**src/rtl/keypad_digit_capture.sv**
```systemverilog
// keypad_digit_capture
// Scans a 4x4 active-low matrix keypad one row at a time, synchronizes and
// debounces the column returns, and keeps the two most recently accepted hex
// key codes. Each accepted press produces one capture and one key_strobe pulse.
// Release is debounced the same way, so hold time and contact bounce do not
// create extra captures.

module keypad_digit_capture #(
    parameter int SCAN_DIV        = 1000,
    parameter int DEBOUNCE_CYCLES = 50000
) (
    input  logic       clk,
    input  logic       rst,
    input  logic [3:0] col_n,
    output logic [3:0] row_n,
    output logic [3:0] digit_0,
    output logic [3:0] digit_1,
    output logic       key_strobe,
    output logic       key_held
);

    // One counter serves both the row dwell and the press/release debounce,
    // so it is sized for the larger of the two limits.
    localparam int CNT_MAX = (SCAN_DIV > DEBOUNCE_CYCLES) ? SCAN_DIV : DEBOUNCE_CYCLES;
    localparam int CW      = $clog2(CNT_MAX + 1);

    localparam logic [CW-1:0] DWELL_LAST = CW'(SCAN_DIV - 1);
    localparam logic [CW-1:0] DB_LAST    = CW'(DEBOUNCE_CYCLES - 1);
    localparam logic [CW-1:0] CNT_SAT    = CW'(CNT_MAX);

    typedef enum logic [1:0] {
        SCAN     = 2'd0,
        DEBOUNCE = 2'd1,
        HELD     = 2'd2,
        RELEASE  = 2'd3
    } state_t;

    state_t        state;
    logic [1:0]    row_idx;
    logic [1:0]    col_idx;
    logic [CW-1:0] cnt;
    logic [3:0]    sync1;
    logic [3:0]    col_s;
    logic [1:0]    next_row;

    assign next_row = row_idx + 2'd1;

    // Saturating increment: the counter holds at its maximum and never wraps.
    function automatic logic [CW-1:0] sat_inc(input logic [CW-1:0] v);
        if (v == CNT_SAT) begin
            return v;
        end else begin
            return v + CW'(1);
        end
    endfunction

    // Active-low one-hot row drive pattern for a row index.
    function automatic logic [3:0] row_drive(input logic [1:0] idx);
        case (idx)
            2'd0:    return 4'b1110;
            2'd1:    return 4'b1101;
            2'd2:    return 4'b1011;
            2'd3:    return 4'b0111;
            default: return 4'b1110;
        endcase
    endfunction

    // True when exactly one column is pulled low.
    function automatic logic single_low(input logic [3:0] cols);
        case (cols)
            4'b1110, 4'b1101, 4'b1011, 4'b0111: return 1'b1;
            default:                            return 1'b0;
        endcase
    endfunction

    // Index of the single low column (only meaningful when single_low is true).
    function automatic logic [1:0] low_index(input logic [3:0] cols);
        case (cols)
            4'b1110: return 2'd0;
            4'b1101: return 2'd1;
            4'b1011: return 2'd2;
            4'b0111: return 2'd3;
            default: return 2'd0;
        endcase
    endfunction

    // Keypad legend: r0 = 1 2 3 A, r1 = 4 5 6 B, r2 = 7 8 9 C, r3 = E 0 F D.
    function automatic logic [3:0] key_code(input logic [1:0] r, input logic [1:0] c);
        case ({r, c})
            4'b00_00: return 4'h1;
            4'b00_01: return 4'h2;
            4'b00_10: return 4'h3;
            4'b00_11: return 4'hA;
            4'b01_00: return 4'h4;
            4'b01_01: return 4'h5;
            4'b01_10: return 4'h6;
            4'b01_11: return 4'hB;
            4'b10_00: return 4'h7;
            4'b10_01: return 4'h8;
            4'b10_10: return 4'h9;
            4'b10_11: return 4'hC;
            4'b11_00: return 4'hE;
            4'b11_01: return 4'h0;
            4'b11_10: return 4'hF;
            4'b11_11: return 4'hD;
            default:  return 4'h0;
        endcase
    endfunction

    // Two-flop synchronizer bringing the asynchronous columns into the clk domain.
    always_ff @(posedge clk) begin
        if (rst) begin
            sync1 <= 4'b1111;
            col_s <= 4'b1111;
        end else begin
            sync1 <= col_n;
            col_s <= sync1;
        end
    end

    // Scan / debounce / held / release state machine with registered outputs.
    always_ff @(posedge clk) begin
        if (rst) begin
            state      <= SCAN;
            row_idx    <= 2'd0;
            row_n      <= 4'b1110;
            col_idx    <= 2'd0;
            cnt        <= '0;
            digit_0    <= 4'h0;
            digit_1    <= 4'h0;
            key_strobe <= 1'b0;
            key_held   <= 1'b0;
        end else begin
            key_strobe <= 1'b0;
            case (state)
                SCAN: begin
                    if (cnt >= DWELL_LAST) begin
                        cnt <= '0;
                        if (single_low(col_s)) begin
                            // Freeze the row and start qualifying this column.
                            col_idx <= low_index(col_s);
                            state   <= DEBOUNCE;
                        end else begin
                            // No key, or an ambiguous multi-key pattern: move on.
                            row_idx <= next_row;
                            row_n   <= row_drive(next_row);
                        end
                    end else begin
                        cnt <= sat_inc(cnt);
                    end
                end
                DEBOUNCE: begin
                    if (!col_s[col_idx]) begin
                        if (cnt >= DB_LAST) begin
                            digit_1    <= digit_0;
                            digit_0    <= key_code(row_idx, col_idx);
                            key_strobe <= 1'b1;
                            key_held   <= 1'b1;
                            cnt        <= '0;
                            state      <= HELD;
                        end else begin
                            cnt <= sat_inc(cnt);
                        end
                    end else begin
                        // Bounce or glitch: give up and continue with the next row.
                        cnt     <= '0;
                        row_idx <= next_row;
                        row_n   <= row_drive(next_row);
                        state   <= SCAN;
                    end
                end
                HELD: begin
                    // Only the latched column matters; other keys are ignored.
                    if (col_s[col_idx]) begin
                        cnt   <= CW'(1);
                        state <= RELEASE;
                    end else begin
                        cnt <= '0;
                    end
                end
                RELEASE: begin
                    if (col_s[col_idx]) begin
                        if (cnt >= DB_LAST) begin
                            key_held <= 1'b0;
                            cnt      <= '0;
                            row_idx  <= next_row;
                            row_n    <= row_drive(next_row);
                            state    <= SCAN;
                        end else begin
                            cnt <= sat_inc(cnt);
                        end
                    end else begin
                        cnt   <= '0;
                        state <= HELD;
                    end
                end
                default: begin
                    state    <= SCAN;
                    row_idx  <= 2'd0;
                    row_n    <= 4'b1110;
                    cnt      <= '0;
                    key_held <= 1'b0;
                end
            endcase
        end
    end

endmodule
```
**config.mk**
```make
export PLATFORM = sky130hd
export DESIGN_NAME = keypad_digit_capture
export DESIGN_NICKNAME = d
export VERILOG_FILES = /design/src/rtl/keypad_digit_capture.sv
export SDC_FILE = /design/constraint.sdc
export NUM_CORES = 1
export LEC_CHECK = 0
export ABC_CLOCK_PERIOD_IN_PS = 2800
export CORE_ASPECT_RATIO = 0.75
export CORE_UTILIZATION = 29
export DETAILED_ROUTE_END_ITERATION = 8
export PLACE_DENSITY = 0.56
export REMOVE_ABC_BUFFERS = 1
export SYNTH_ARGS = -nofsm -noshare
export SYNTH_HDL_FRONTEND = slang
export SYNTH_SLANG_ARGS = --single-unit
```
**constraint.sdc**
```tcl
create_clock -name clk -period 2.8 [get_ports clk]
set_input_delay 0.28 -clock clk [delete_from_list [all_inputs] [get_ports clk]]
set_output_delay 0.28 -clock clk [all_outputs]
set_load 0.02 [all_outputs]
```
Yosys cells after proc, flatten, opt, wreduce, memory -nomap -nowiden

Memories as Yosys holds them, arrays and structs flattened. A register that Yosys moved wholly into a read port is not among the register bits.
Cells that the tools add are included.

Register bits after elaboration: 40
Latch bits: 0
Bits in writable memories: 0
Bits in read-only memories: 64
Input port bits: 6
Output and inout port bits: 14
Word-level logic and storage cells: 92
Memories: 1

Memory list:

| memory          | depth | bits a word | read ports | clocked after Yosys merged registers in | write ports | line | text |
|---|---|---|---|---|---|---|---|
| (no name shown) | 16    | 4           | 1          | 1                                       | 0           | 89   | `case ({r, c})` |

Add/sub/neg operators: 2
Multipliers: 0
Div/mod/pow operators: 0
Magnitude comparators: 3
Equal/unequal tests: 22
Shifts and indexed selects: 0
Mux-type cells: 41
Bitwise gates (word level): 2
Reductions and logical operators: 11

Operator list:

| cell                                                  | count |
|---|---|
| two-way mux 16 bit                                    | 5 |
| case mux 16 bit (4 select lines)                      | 1 |
| two-way mux 2 bit                                     | 12 |
| two-way mux 4 bit                                     | 5 |
| adder 16 x 1 -> 16 bit, second input constant         | 1 |
| == test 16 bit, second input constant                 | 1 |
| >= comparator 16 x 10 -> 1 bit, second input constant | 1 |
| >= comparator 16 bit, second input constant           | 1 |
| != test 2 bit, second input constant                  | 8 |
| case mux 4 bit (4 select lines)                       | 1 |
| == test 4 bit, second input constant                  | 3 |
| case mux 2 bit (3 select lines)                       | 2 |
| case mux 4 bit (3 select lines)                       | 1 |
| two-way mux 1 bit                                     | 11 |
| AND reduction 5 bit                                   | 2 |
| == test 2 bit, second input constant                  | 4 |
| case mux 2 bit (4 select lines)                       | 1 |
| != test 3 bit, second input constant                  | 2 |
| AND reduction 3 bit                                   | 2 |
| AND reduction 6 bit                                   | 1 |
| == test 2 x 1 -> 1 bit, second input constant         | 2 |
| == test 4 x 3 -> 1 bit, second input constant         | 1 |
| zero test 2 bit                                       | 2 |
| OR reduction 4 bit                                    | 1 |
| 9 further kinds                                       | 10 |

Logic depth before layout (Yosys ltp)

Depth after elaboration: 9
Gate-level depth with buffers: 7
Mapped depth without buffers: 6

Least setup slack after synthesis

OpenSTA, ideal clock, no wires.

Path kind: register to register
From: register col_idx[0]
To: register cnt[15]
Setup time: 0.062 ns
Arrival: 1.931 ns
Required time: 2.738 ns
Slack: 0.806 ns
Cell stages (with the launch flop): 7
Buffers on the path: 1
Clock period less this slack: 1.994 ns
Cell sequence: dfxtp_1 -> mux4_2 -> and2_1 -> a211o_1 -> a21o_4 -> buf_12 -> nor2_2

Word-level cells in the longest chain between the ends: 4
Elaborated cells on any way between the ends: 5
Those cells by class: 5 x mux

Ends and longest elaborated chain:

| item                                      | line     | text |
|---|---|---|
| start, declared                           | 40       | `logic [1:0] col_idx;` |
| start signal, assigned                    | 141      | `col_idx <= low_index(col_s);` |
| binary-select mux 1 bit (select 2 bit) *  | 153, 182 |  |
| two-way mux 1 bit (not written as such) * | 153, 182 |  |
| two-way mux 16 bit (on tied branches)     | 182, 153 |  |
| case mux 16 bit (4 select lines) *        | 135      | `case (state)` |
| end signal, assigned                      | 149      | `cnt <= sat_inc(cnt);` |
| end signal, assigned                      | 162      | `cnt <= sat_inc(cnt);` |
| end signal, assigned                      | 190      | `cnt <= sat_inc(cnt);` |
| end, declared                             | 41       | `logic [CW-1:0] cnt;` |

Mark *: on every way between the ends. The rest lies on a longest branch, timed or not. The select of a mux whose other input is x is not followed.
A chain may end at the register's enable or synchronous reset.

Worst setup path in the final report

From: register cnt[0]
To: register row_idx[0]

Word-level cells in the longest chain between the ends: 3
Elaborated cells on any way between the ends: 5
Those cells by class: 2 x order compare; 2 x eq/ne; 1 x reduce/logical

Ends and longest elaborated chain:

| item                                                                   | line     | text |
|---|---|---|
| >= comparator 16 bit or >= comparator 16 x 10 -> 1 bit (tied branches) | 183, 137 |  |
| != test 2 bit (no source line)                                         | -        |  |
| AND reduction 6 bit (no source line) *                                 | -        |  |
| end signal, assigned                                                   | 145      | `row_idx <= next_row;` |
| end signal, assigned                                                   | 167      | `row_idx <= next_row;` |
| end signal, assigned                                                   | 186      | `row_idx <= next_row;` |
| end, declared                                                          | 39       | `logic [1:0] row_idx;` |

Mark *: on every way between the ends. The rest lies on a longest branch, timed or not.

==> summary.txt <==
Pwr
  – Power per cell area: 436 mW/mm²
  – Max IR drop VDD: 0.000187 V
  – Sw Share: 22.7%
  – NetSw: 0.254 mW
  – Comb pwr share: 5.6%
  – P_leak: 0.966 nW
  – Pint: 0.863 mW
  – Reg power frac: 57.7%
  – Clock power frac: 36.7%

Synthesis
  – Synth Instances: 236
  – Top cell type's share of synthesized area: 39.5%
  – Post-synthesis sequential area ratio: 39.5%
  – Mapped Area: 0.00223 mm²
  – Post-synth EDFFs: 0
  – Synth top area cells: dfxtp_1 40%, ha_1 6.2%, mux2i_1 5.4%
  – Largest area contributor in the netlist: dfxtp_1
  – Asr flop ratio synth: 0%
  – Synth Flop Type: dfxtp_1
  – Yosys Warn Count: 0
  – Post-synth cell types: 45
  – Synth Register Bits: 44
  – Mean post-synth cell area: 9.44 µm²

STA
  – Slew @ Worst Pin: 0.656 ns
  – Slew headroom: 56.1%
  – Clk_skew: 0.00617 ns
  – Period minus WS final: 2.16 ns
  – RSZ-0062 raised after global routing: no
  – Tcrit/Tclk final: 77.1%
  – Max Fclk: 0.463 GHz
  – Slew Limit Fails: 0
  – Setup ws final: 0.642 ns
  – Final setup fails: 0
  – Setup TNS Final: 0 ns
  – Final Hold Vio Count: 0

Clock network
  – H-tree levels: 2
  – Root Driver: clkbuf_8
  – CTS tree: done
  – CTS sink count: 44
  – Clk Latency, worst-skew pair: 0.29 ns
  – CTS buffer count: 5
  – Clock tree buffer depth: 2
  – Hold_buf cts: 0
  – CTS resizes: 0
  – Setup bufs post-CTS: 0
  – Worst-path clk slew: 0.08 ns

Detailed routing
  – Via/cell ratio: 4.65
  – DRT antenna net count: 0
  – Residual DRC: 0
  – DR vias: 1,649
  – Wire length per cell: 11.4 µm
  – Starting DRT DRC Count: 90
  – TritonRoute pass-1 iters: 4
  – Routed WL: 4040 µm

Worst setup path
  – Crit path max-delay family: compound AO/OA/AOI/OAI gates
  – CP arrival: 2.34 ns
  – CP endpoint kind: register
  – Startpoint Class: register
  – Worst-path fanout max: 6
  – Critical Path RT: 2.98 ns
  – Max incr delay on CP: 0.36 ns
  – Crit-path slowest cell: mux2_2
  – Setup CP Type: reg2reg
  – Sequence of cells on the critical path: ha_1 -> a211oi_1 -> o311ai_0 -> nor3_1 -> a31o_2 -> mux2_2
  – Buf+Inv Stages, Crit Path: 0

Placement
  – Number of port buffers: 19
  – Dpl ws: 0.634 ns
  – DP Cell Count: 347
  – Cell Area, Placed: 0.00247 mm²
  – DPL Wire Length: 2880 µm
  – Final GP Congestion: 0.752

Floorplan
  – Die W: 103 µm
  – Die ar.: 0.00804 mm²
  – Core Box Area: 0.00740 mm²
  – Ports: 20
  – Row cnt: 27
  – DIE HEIGHT: 77.9 µm
  – Starting Density: 30.1%

Outcome
  – Status: finished clean

Global routing
  – First-pass GRT wire length: 6870 µm
  – Initial antenna violation count: 0
  – GRT overflow: 0
  – GRT Util Overall: 11.2%
  – Vias in the first global route: 1,421
  – Largest net degree at the start of global routing: 21

Layout
  – Most frequent cells in the layout: 44 x dfxtp_1, 25 x nor2_1, 19 x clkdlybuf4s50_1, 12 x mux2i_1, 11 x ha_1
  – Ant. Diodes: 0
  – Commonest non-fill, non-tap cell in the layout: dfxtp_1
  – Area growth syn-to-layout: 14.9%
  – Finished Layout Cells: 355
  – Final core occ: 34.6%
  – Share of post-route cells with drive strength above 1: 13.4%
  – Fill cell total of the finished layout: 766
  – Finished Cell Area: 0.00256 mm²
  – Nets: 270

Worst hold path
  – Hold Crit Class: reg2reg

Run
  – Max-cap viol count: 0
[Yosys cell counts, types with 5 or more instances]
cell and count:
ha_1 11, a211oi_1 6, mux2i_1 12, nand4_1 6
nor2b_1 5, o21ai_0 5, nand3_1 8, xnor2_1 5
nor2_2 10, nand2_1 10, a21oi_1 9, nor2_1 25
dfxtp_1 44, clkbuf_1 6, xor2_1 10, inv_1 10
or2_2 8
[power groups by stage]
stage	clock (mW)	sequential, mW	combinational, mW
floorplan	0	0.659	0.0375
finish	0.410	0.645	0.0625
global route	0.468	0.647	0.0697
global placement	0	0.660	0.0618
detailed placement	0	0.660	0.0627
CTS	0.430	0.645	0.0631
[flip-flops by register name, summed over array words and instances (netlist names), named ones only]
| signal | flops |
|---|---|
| cnt | 16 |
| col_idx | 2 |
| col_s | 4 |
| digit_0 | 4 |
| digit_1 | 4 |
| key_held | 1 |
| key_strobe | 1 |
| row_idx | 2 |
| row_n | 4 |
| state | 1 |
| sync1 | 4 |
[worst paths after layout]
kind / cells past startpoint / from / slack [ns] / endpoint
worst min-delay path: 1 / sync1[2]$_SDFF_PP1_ / 0.41 / col_s[2]$_SDFF_PP1_
worst min register to register: 1 / sync1[2]$_SDFF_PP1_ / 0.41 / col_s[2]$_SDFF_PP1_
worst max register to register: 6 / cnt[0]$_SDFF_PP0_ / 0.64 / row_idx[0]$_SDFFE_PP0P_
worst max-delay path: 6 / cnt[0]$_SDFF_PP0_ / 0.64 / row_idx[0]$_SDFFE_PP0P_
[area by class of cell]
cell class / instances / area, µm² / area share, %
Clock inverter: 2 / 10.0 / 0.391
Sequential cell: 44 / 881 / 34.4
Multi-Input combinational cell: 172 / 1220 / 47.8
Clock buffer: 6 / 82.6 / 3.23
Tap cell: 101 / 126 / 4.94
Timing Repair Buffer: 20 / 198 / 7.72
Inverter: 10 / 37.5 / 1.47
[per-layer routing]
layer	vias to the layer above	share of wire [%]	GRT usage, %
li1	860	-	-
met1	758	57	16.6
met2	24	37	14.3
met3	7	3.0	2.97
met4	0	2.1	5.92
met5	-	0	0
[cell families (layout without fill, tap and decap cells)]
| kind of cell | after synthesis | after routing | share of synthesized area (%) |
|---|---|---|---|
| simple gates | 97 | 97 | 24.3 |
| flops | 44 | 44 | 39.5 |
| compound gates | 33 | 33 | 10.1 |
| buf+inv | 20 | 38 | 5.50 |
| mux | 16 | 16 | 8.59 |
| xor+xnor | 15 | 15 | 5.90 |
| fa+ha+maj | 11 | 11 | 6.18 |
[per-stage QoR]
step,power (mW),hold WS [ns]
finish,1.12,0.412
global route,1.19,0.439
CTS,1.14,0.413
detailed placement,0.723,0.393
global placement,0.721,0.392
floorplan,0.697,0.352
Note: power is estimated with default switching activity, not from simulation.
